## config.mk

```make
export PLATFORM = sky130hd
export DESIGN_NAME = mdu
export DESIGN_NICKNAME = d
export VERILOG_FILES = /design/src/rtl/mdu.sv
export SDC_FILE = /design/constraint.sdc
export NUM_CORES = 1
export LEC_CHECK = 0
export ABC_AREA = 1
export CAP_MARGIN = 20
export CORE_MARGIN = 8
export CORE_UTILIZATION = 60
export CTS_CLUSTER_DIAMETER = 200
export CTS_CLUSTER_SIZE = 8
export DETAILED_ROUTE_END_ITERATION = 12
export PLACE_DENSITY = 0.83
export SLEW_MARGIN = 20
export SYNTH_ARGS = -nofsm -noshare
export SYNTH_HDL_FRONTEND = slang
export SYNTH_SLANG_ARGS = --single-unit
```

## constraint.sdc

```tcl
create_clock -name clk_i -period 4 [get_ports clk_i]
set_input_delay 0.8 -clock clk_i [delete_from_list [all_inputs] [get_ports clk_i]]
set_output_delay 0.8 -clock clk_i [all_outputs]
set_load 0.02 [all_outputs]
```

## src/rtl/mdu.sv

```systemverilog
// mdu: iterative radix-2 RV32M multiply/divide unit, one result bit per cycle.
// Define MDU_DIV_EN to build the divider; otherwise ops 4-7 complete at once with 0.
module mdu #(
    parameter int XLEN = 32
) (
    input  logic            clk_i,
    input  logic            rst_n_i,
    input  logic            mdu_valid_i,
    output logic            mdu_ready_o,
    input  logic [2:0]      mdu_op_i,
    input  logic [XLEN-1:0] mdu_data1_i,
    input  logic [XLEN-1:0] mdu_data2_i,
    input  logic            mdu_flush_i,
    output logic            mdu_valid_o,
    input  logic            mdu_ready_i,
    output logic [XLEN-1:0] mdu_data_o
);
    localparam int CW = $clog2(XLEN);

    typedef enum logic [1:0] {IDLE, CALC, DONE} state_t;

    state_t              state_q, state_d;
    logic [2:0]          op_q;
    logic                neg_q;
    logic [CW-1:0]       cnt_q;
    logic [2*XLEN-1:0]   acc_q;
    logic [XLEN-1:0]     mcand_q;

    logic                accept, is_div, sgn1, sgn2, s1, s2, special;
    logic signed [XLEN-1:0] rs1_s, rs2_s;
    logic [XLEN-1:0]     abs1, abs2, special_res, res_d;
    logic [XLEN:0]       mul_sum;
    logic [2*XLEN-1:0]   acc_nxt, prod_fix;

    function automatic logic [XLEN-1:0] neg_if(input logic [XLEN-1:0] v, input logic n);
        return n ? -v : v;
    endfunction

    function automatic logic [2*XLEN-1:0] neg_wide(input logic [2*XLEN-1:0] v, input logic n);
        return n ? -v : v;
    endfunction

    assign mdu_ready_o = (state_q == IDLE);
    assign mdu_valid_o = (state_q == DONE);
    assign accept      = mdu_valid_i & mdu_ready_o & ~mdu_flush_i;
    assign is_div      = mdu_op_i[2];

    // Operand signedness by funct3: MULHU/DIVU/REMU unsigned, MULHSU only rs1 signed
    assign sgn1  = (mdu_op_i != 3'd3) && (mdu_op_i != 3'd5) && (mdu_op_i != 3'd7);
    assign sgn2  = (mdu_op_i == 3'd0) || (mdu_op_i == 3'd1) ||
                   (mdu_op_i == 3'd4) || (mdu_op_i == 3'd6);
    assign rs1_s = mdu_data1_i;
    assign rs2_s = mdu_data2_i;
    assign s1    = sgn1 && (rs1_s < 0);
    assign s2    = sgn2 && (rs2_s < 0);
    assign abs1  = neg_if(mdu_data1_i, s1);
    assign abs2  = neg_if(mdu_data2_i, s2);

`ifdef MDU_DIV_EN
    logic                rneg_q;
    logic [XLEN:0]       rem_q, rem_nxt;
    logic [XLEN-1:0]     quo_q, dvsr_q, quo_nxt;
    logic [XLEN+1:0]     diff;
    logic                qbit, div0, ovf;

    assign div0 = is_div && (mdu_data2_i == '0);
    assign ovf  = is_div && !mdu_op_i[0] &&
                  (mdu_data1_i == {1'b1, {(XLEN-1){1'b0}}}) && (mdu_data2_i == '1);
    assign special = div0 | ovf;

    always_comb begin
        special_res = '0;
        if (div0)
            special_res = mdu_op_i[1] ? mdu_data1_i : '1;
        else
            special_res = mdu_op_i[1] ? '0 : mdu_data1_i;
    end

    // Restoring step: shift in next dividend bit, subtract divisor if it fits
    assign diff    = {rem_q, quo_q[XLEN-1]} - {2'b00, dvsr_q};
    assign qbit    = ~diff[XLEN+1];
    assign rem_nxt = qbit ? diff[XLEN:0] : {rem_q[XLEN-1:0], quo_q[XLEN-1]};
    assign quo_nxt = {quo_q[XLEN-2:0], qbit};
`else
    assign special     = is_div;
    assign special_res = '0;
`endif

    // Shift-add step: conditionally add multiplicand to the upper half, then shift right
    assign mul_sum  = {1'b0, acc_q[2*XLEN-1:XLEN]} + (acc_q[0] ? {1'b0, mcand_q} : '0);
    assign acc_nxt  = {mul_sum, acc_q[XLEN-1:1]};
    assign prod_fix = neg_wide(acc_nxt, neg_q);

    always_comb begin
        res_d = '0;
        case (op_q)
            3'd0:             res_d = prod_fix[XLEN-1:0];
            3'd1, 3'd2, 3'd3: res_d = prod_fix[2*XLEN-1:XLEN];
`ifdef MDU_DIV_EN
            3'd4, 3'd5:       res_d = neg_if(quo_nxt, neg_q);
            default:          res_d = neg_if(rem_nxt[XLEN-1:0], rneg_q);
`else
            default:          res_d = '0;
`endif
        endcase
    end

    always_ff @(posedge clk_i) begin
        if (!rst_n_i)
            state_q <= IDLE;
        else
            state_q <= state_d;
    end

    always_comb begin
        state_d = state_q;
        case (state_q)
            IDLE:    if (accept) state_d = special ? DONE : CALC;
            CALC:    if (cnt_q == '0) state_d = DONE;
            DONE:    if (mdu_ready_i) state_d = IDLE;
            default: state_d = IDLE;
        endcase
        if (mdu_flush_i)
            state_d = IDLE;
    end

    always_ff @(posedge clk_i) begin
        if (!rst_n_i) begin
            op_q       <= '0;
            neg_q      <= 1'b0;
            cnt_q      <= '0;
            acc_q      <= '0;
            mcand_q    <= '0;
            mdu_data_o <= '0;
`ifdef MDU_DIV_EN
            rneg_q     <= 1'b0;
            rem_q      <= '0;
            quo_q      <= '0;
            dvsr_q     <= '0;
`endif
        end else if (state_q == IDLE) begin
            if (accept) begin
                op_q    <= mdu_op_i;
                neg_q   <= s1 ^ s2;
                cnt_q   <= CW'(XLEN - 1);
                acc_q   <= {{XLEN{1'b0}}, abs2};
                mcand_q <= abs1;
`ifdef MDU_DIV_EN
                rneg_q  <= s1;
                rem_q   <= '0;
                quo_q   <= abs1;
                dvsr_q  <= abs2;
`endif
                if (special)
                    mdu_data_o <= special_res;
            end
        end else if (state_q == CALC) begin
            cnt_q <= cnt_q - 1'b1;
            acc_q <= acc_nxt;
`ifdef MDU_DIV_EN
            rem_q <= rem_nxt;
            quo_q <= quo_nxt;
`endif
            if ((cnt_q == '0) && !mdu_flush_i)
                mdu_data_o <= res_d;
        end
    end

endmodule

```

==> impl_metrics.py, run 1 <==
metrics = {
    "sta": {
        "setup_viol": 0,
        "drv_slew": 0,
        "min_period_ns": 3.636,
        "tightest_slew_ns": 0.8368,
        "maxSlewHeadroom_pct": 43.87,
        "fin_crit_sh_pct": 90.89,
        "fin_tns_setup_ns": 0,
        "setup_slack_ns": 0.3643,
        "fmax_ghz": 0.2751,
        "holdWs_ns": 0.4673,
        "final_hold_viol_count": 0,
        "rsz0062_at_grt": "false",
        "skew_ns": 0.009317,
    },
    "synthesis": {
        "async_reset_ff_share_pct": 0,
        "netlist_instances": 2032,
        "yosysWarnings": 0,
        "syn_avg_cell_area_sq_um": 5.797,
        "synth-edff-count": 0,
        "synth_area_sq_mm": 0.01178,
        "yosys_register_bits": 139,
        "ys_dominant_reg_cell": "dfxtp_1",
        "syn_nets": 2142,
        "ys_types": 49,
        "yosysSeqAreaShare_pct": 23.62,
    },
    "layout": {
        "final_area_sq_mm": 0.01364,
        "post-route-util_pct": 70.32,
        "mostFrequentLayoutCells": "609 x nand2_1, 261 x inv_1, 180 x nor2_1",
        "num-nets-final": 2212,
        "area_growth_pct": 15.80,
        "fillers": 1716,
        "final_common_cell": "nand2_1",
        "diodes": 0,
        "drive_gt1_share_pct": 8.511,
    },
    "routing": {
        "drtIter0Drc": 1680,
        "vias": 13560,
        "routed_wl_um": 39500,
        "routedWlPerCell_um": 16.60,
        "vias_per_cell": 5.697,
        "wl_met3_um": 3771,
        "drc_errors": 0,
        "drt-met1-wl_um": 17090,
        "dr.max_layer_used": "met4",
        "antenna_left": 0,
        "firstDrtPassIters": 8,
        "dr_wl_met2_um": 17240,
    },
    "outcome": {
        "status": "complete, no violations",
    },
    "global_route": {
        "track_usage_pct": 32.27,
        "grt_pass1_vias": 12490,
        "grt_max_degree": 75,
        "antenna_found_initial": 0,
        "gr-total-overflow": 0,
        "grt_pass1_wl_um": 63250,
    },
    "critical_path": {
        "worstPathRequired_ns": 4.36,
        "critical_path_buf_inv_count": 3,
        "cp_max_fo": 19,
        "worstSetupEndpointType": "flip-flop",
        "cp_top_family": "simple AND/OR/NAND/NOR gates",
        "crit_chain": "buf_4, nand2_1, inv_1, ha_1, nand2_1, inv_1, nand2_1, nand2_1, a21oi_1, nor2_1, nor2_1, nand2_1, nand2_1, nand2_1, nor2_1, nand2_1, nor2_1, nand2_1, nand3_1, nand3_1, nand2_1, nand2_1, a21oi_2",
        "critical_path_class": "flip-flop to flip-flop",
        "critical-path-max-stage-delay_ns": 0.50,
        "cp_slowest_cell": "dfxtp_2",
        "cp-start-kind": "flip-flop",
        "worst_ep_arrival_time_ns": 4.00,
        "crit_top_cell": "nand2_1",
    },
    "clock_tree": {
        "cts_setup_buffers": 0,
        "clk_latency_ns": 0.44,
        "clockBufferDepth": 2,
        "path_clk_slew_ns": 0.07,
        "cts.sink_count": 139,
        "cts-resized-gates": 0,
        "htree_num_levels": 4,
        "clock-root-buffer": "clkbuf_16",
        "cts_tree": "built",
        "cts_buffers": 17,
        "cts_hold_buf": 0,
    },
    "power_and_ir_drop": {
        "p_sw_mw": 1.322,
        "clkPwrFrac_pct": 41.7,
        "vdd_ir_drop_max_v": 0.0002841,
        "p_seq_share_pct": 37.5,
        "p_leak_nw": 6.593,
        "pwr-share-comb_pct": 20.7,
        "p_int_mw": 2.706,
        "swShare_pct": 32.83,
        "powerDensity_mw_per_mm2": 295.3,
    },
    "die": {
        "rows": 51,
        "core_sq_mm": 0.01940,
        "num_io_pins": 106,
        "die_w_um": 156.1,
        "die_area_sq_mm": 0.02437,
        "die_h_um": 156.1,
        "start_util_pct": 60.73,
    },
    "placed_design": {
        "numPortBuffers": 105,
        "dpl_cell_area_sq_mm": 0.01303,
        "place_congestion": 1.038,
        "post-place-ws_ns": 0.3674,
        "dp_hpwl_um": 30500,
    },
    "run": {
        "drv_cap": 0,
    },
    "min_path": {
        "hold_path.class": "flip-flop to flip-flop",
    },
}
-- power groups by stage --
| stage | clock, mW | sequential [mW] | combinational, mW |
|---|---|---|---|
| after floorplan | 0 | 1.51 | 0.557 |
| after global placement | 0 | 1.53 | 0.795 |
| after detailed placement | 0 | 1.54 | 0.806 |
| after CTS | 1.67 | 1.51 | 0.814 |
| after global routing | 1.74 | 1.52 | 0.922 |
| final | 1.68 | 1.51 | 0.835 |
-- final timing paths --
check | start | to | slack, ns | depth (start not counted)
setup / recovery | acc_q[0] | mdu_data_o[31] | 0.36 | 23
hold / removal | mdu_data_o[13] | mdu_data_o[13] | 0.47 | 2
setup reg to reg | acc_q[0] | mdu_data_o[31] | 0.36 | 23
hold reg to reg | mdu_data_o[13] | mdu_data_o[13] | 0.47 | 2
-- cell usage after synthesis (31+ instances only) --
library cell | n | share of area (%)
nand3_1 | 125 | 5.3
o21ai_0 | 128 | 5.4
xor2_1 | 32 | 2.4
inv_1 | 262 | 8.3
nor2_1 | 181 | 5.8
ha_1 | 37 | 3.9
a21oi_1 | 161 | 6.8
nor3_1 | 31 | 1.3
nand2_1 | 609 | 19
clkbuf_1 | 53 | 1.7
nand2_2 | 51 | 2.7
dfxtp_1 | 139 | 24
-- worst reg2reg max path, delay by kind of cell, from the launching register on --
kind,cells,cell delay (ns)
AND/OR/NAND/NOR,17,1.92
buffers and inverters,3,0.45
adder cells (fa/ha/maj),1,0.29
flip-flops,1,0.50
AO/OA/AOI/OAI,2,0.40
-- cells by family after synthesis --
group / synth area share, %
AOI/OAI and AO/OA: 17.04
xor gates and xnor gates: 3.484
adders and majority gates: 4.100
buffers and inverters: 11.28
DFF: 23.62
and+or+nand+nor: 40.48
-- sequential cells by signal, indices dropped and copies added, names as in the netlist --
name	cells
acc_q	64
mcand_q	32
mdu_data_o	32
cnt_q	5
op_q	3
state_q	2
neg_q	1
-- layout make-up --
class                      count  area, sq um  area share [%]
clock buffer                  19        452.9           3.320
clock inverter                13        156.4           1.146
inverter                     280         1051           7.704
multi-input combinational   1542         7686           56.34
sequential                   139         2785           20.42
tap                          265        331.6           2.431
timing repair buffer         122         1179           8.640
-- metrics by stage --
step | total power [mW] | instances
floorplan | 2.065 | 2032
global placement | 2.330 | 2348
detailed placement | 2.343 | 2348
CTS | 3.994 | 2380
global route | 4.179 | 2380
finish | 4.029 | 2380
-- layer usage --
layer / GRT usage (%) / vias to the layer above
met4: 12.27 / 0
met5: 0 / -
li1: - / 6667
met1: 43.61 / 6070
met2: 50.55 / 726
met3: 5.319 / 97
Power figures use the tool's default switching activity.
==> inputs of run 2 (changes only) <==
==> constraint.sdc (replaced) <==
create_clock -name clk_i -period 3.6 [get_ports clk_i]
set_input_delay 0.72 -clock clk_i [delete_from_list [all_inputs] [get_ports clk_i]]
set_output_delay 0.72 -clock clk_i [all_outputs]
set_load 0.02 [all_outputs]
==> run 2 against run 1 <==
- combinational power grew 12%
- sequential share of layout area shrank 0.097 points
- clock skew grew 0.0030 ns
- via count shrank 0.68%
- global-route usage shrank 0.72 points
- final area grew 0.43%
- critical path depth is the same
- critical path type unchanged
==> impl_metrics.py, run 2 (synthesis gave the netlist of run 1 again) <==
metrics = {
    "placed_design": {
        "place_congestion": 1.017,
        "dp.cells": 2351,
        "post-place-ws_ns": 0.3221,
        "dp_hpwl_um": 30140,
        "dpl_cell_area_sq_mm": 0.01308,
        "numPortBuffers": 105,
    },
    "die": {
        "die_area_sq_mm": 0.02437,
        "num_io_pins": 106,
        "rows": 51,
        "start_util_pct": 60.73,
        "core_sq_mm": 0.01940,
        "die_w_um": 156.1,
        "die_h_um": 156.1,
    },
    "global_route": {
        "antenna_found_initial": 0,
        "grt_pass1_wl_um": 61870,
        "gr-total-overflow": 0,
        "grt_pass1_vias": 12360,
        "track_usage_pct": 31.55,
        "use_met2_pct": 48.47,
        "use_met3_pct": 4.986,
        "top_usage_layer": "met2",
        "grt_max_degree": 75,
        "grtUsageMet1_pct": 42.10,
    },
    "layout": {
        "largestRegisters": "acc_q: 64 flops, mcand_q: 32 flops, mdu_data_o: 32 flops",
        "final_area_sq_mm": 0.01370,
        "regMostFlops": "acc_q",
        "num-nets-final": 2215,
        "largest_reg_flops": 64,
        "final_cells": 2381,
        "diodes": 0,
        "final_common_cell": "nand2_1",
        "drive_gt1_share_pct": 8.459,
        "mostFrequentLayoutCells": "609 x nand2_1, 261 x inv_1, 180 x nor2_1",
        "area_growth_pct": 16.30,
    },
    "clock_tree": {
        "path_clk_slew_ns": 0.07,
        "cts_setup_buffers": 0,
        "clockBufferDepth": 2,
        "htree_num_levels": 4,
        "cts-resized-gates": 0,
        "cts_buffers": 17,
        "cts_hold_buf": 0,
        "clock-root-buffer": "clkbuf_16",
        "cts_tree": "built",
        "cts.sink_count": 139,
        "clk_latency_ns": 0.43,
    },
    "sta": {
        "final_hold_viol_count": 0,
        "maxSlewHeadroom_pct": 43.97,
        "rsz0062_at_grt": "false",
        "setup_slack_ns": 0.3190,
        "drv_slew": 0,
        "tightest_slew_ns": 0.8354,
        "skew_ns": 0.01233,
        "fin_crit_sh_pct": 91.14,
        "setup_viol": 0,
        "min_period_ns": 3.281,
        "fin_tns_setup_ns": 0,
        "holdWs_ns": 0.4636,
        "fmax_ghz": 0.3048,
    },
    "power_and_ir_drop": {
        "powerDensity_mw_per_mm2": 330.8,
        "p_leak_nw": 6.629,
        "vdd_ir_drop_max_v": 0.0002992,
    },
    "critical_path": {
        "worstSetupEndpointType": "flip-flop",
        "cp_max_fo": 33,
        "rr_worst_depth": 23,
        "critical_path_class": "flip-flop to flip-flop",
        "reg2reg_slack_ns": 0.32,
        "cp-start-kind": "flip-flop",
        "startpoint": "acc_q[0]",
        "r2r-end": "mdu_data_o[22]",
        "worstPathRequired_ns": 3.91,
        "worst_ep_arrival_time_ns": 3.59,
        "worstReg2RegStart": "acc_q[0]",
    },
    "min_path": {
        "hold_start": "mdu_data_o[12]",
        "min_path_cells": 2,
        "hold_end": "mdu_data_o[12]",
        "hold_path.class": "flip-flop to flip-flop",
    },
    "routing": {
        "vias": 13470,
        "vias_per_cell": 5.656,
        "routedWlPerCell_um": 16.24,
        "drc_errors": 0,
        "drtIter0Drc": 1590,
        "routed_wl_um": 38680,
        "antenna_left": 0,
        "firstDrtPassIters": 7,
    },
    "run": {
        "drv_cap": 0,
    },
    "outcome": {
        "status": "complete, no violations",
    },
}
==> run 2: changes by cell type in the layout (fill, tap and decap cells not counted), moves of 2 or more <==
| cell | before | now |
|---|---|---|
| clkinv_2 | 0 | 2 |
| clkinvlp_4 | 2 | 0 |
| bufinv_16 | 2 | 4 |
| inv_6 | 5 | 2 |
| buf_12 | 0 | 2 |
==> run 2: how the worst max path moves through the flow <==
stage | slack, ns | to | cells after the start
2_1_floorplan | 0.68 | mdu_data_o[31] | 23
3_3_place_gp | 0.36 | mcand_q[29] | 14
3_5_place_dp | 0.32 | mcand_q[29] | 14
4_1_cts | 0.37 | mdu_data_o[30] | 24
5_1_grt | 0.05 | mdu_data_o[20] | 22
6_report | 0.32 | mdu_data_o[22] | 23
==> run 2: where the power goes <==
group | internal [mW] | switching [mW] | leakage (nW) | total (mW)
sequential | 1.60 | 0.0714 | 1.13 | 1.67
combinational | 0.333 | 0.602 | 5.19 | 0.935
clock | 1.19 | 0.729 | 0.307 | 1.92
==> run 2: per-layer routing <==
layer | vias to the layer above | wire length, um
met1 | 6009 | 16810
met5 | - | 0
li1 | 6659 | -
met4 | 0 | 1750
met2 | 674 | 16700
met3 | 126 | 3418
==> run 2: layout make-up <==
| cell class | instances | area (sq um) |
|---|---|---|
| multi-input cells | 1542 | 7686 |
| fillers | 1786 | 5698 |
| flip-flops and latches | 139 | 2784 |
| repair buffers | 125 | 1226 |
| inverters | 280 | 1051 |
| clock buffers | 20 | 456.7 |
| well taps | 265 | 331.6 |
| clock inverters | 10 | 165.2 |
==> run 2: critical path, stage by stage (launching register included) <==
cell and delay (ns):
dfxtp_1 0.33, buf_12 0.16, nand2_1 0.09, inv_1 0.04
ha_1 0.23, fa_1 0.45, nand2_2 0.11, nand3_2 0.09
nand3_1 0.11, nand2_1 0.12, nand2_1 0.10, nand2_2 0.10
nor2_4 0.12, nand2_1 0.08, nor2_1 0.14, nand2_2 0.09
nor2_4 0.15, nand3_1 0.12, nand2_2 0.09, nand2_1 0.06
nand3_1 0.12, o21ai_0 0.12, nand2_1 0.09, a21oi_1 0.06
==> run 2: through the flow <==
| step | utilization, % | total power [mW] |
|---|---|---|
| floorplan | - | 2.294 |
| global placement | 67.42 | 2.598 |
| detailed placement | 67.42 | 2.615 |
| CTS | 70.63 | 4.507 |
| global route | 70.63 | 4.702 |
| finish | 70.63 | 4.533 |
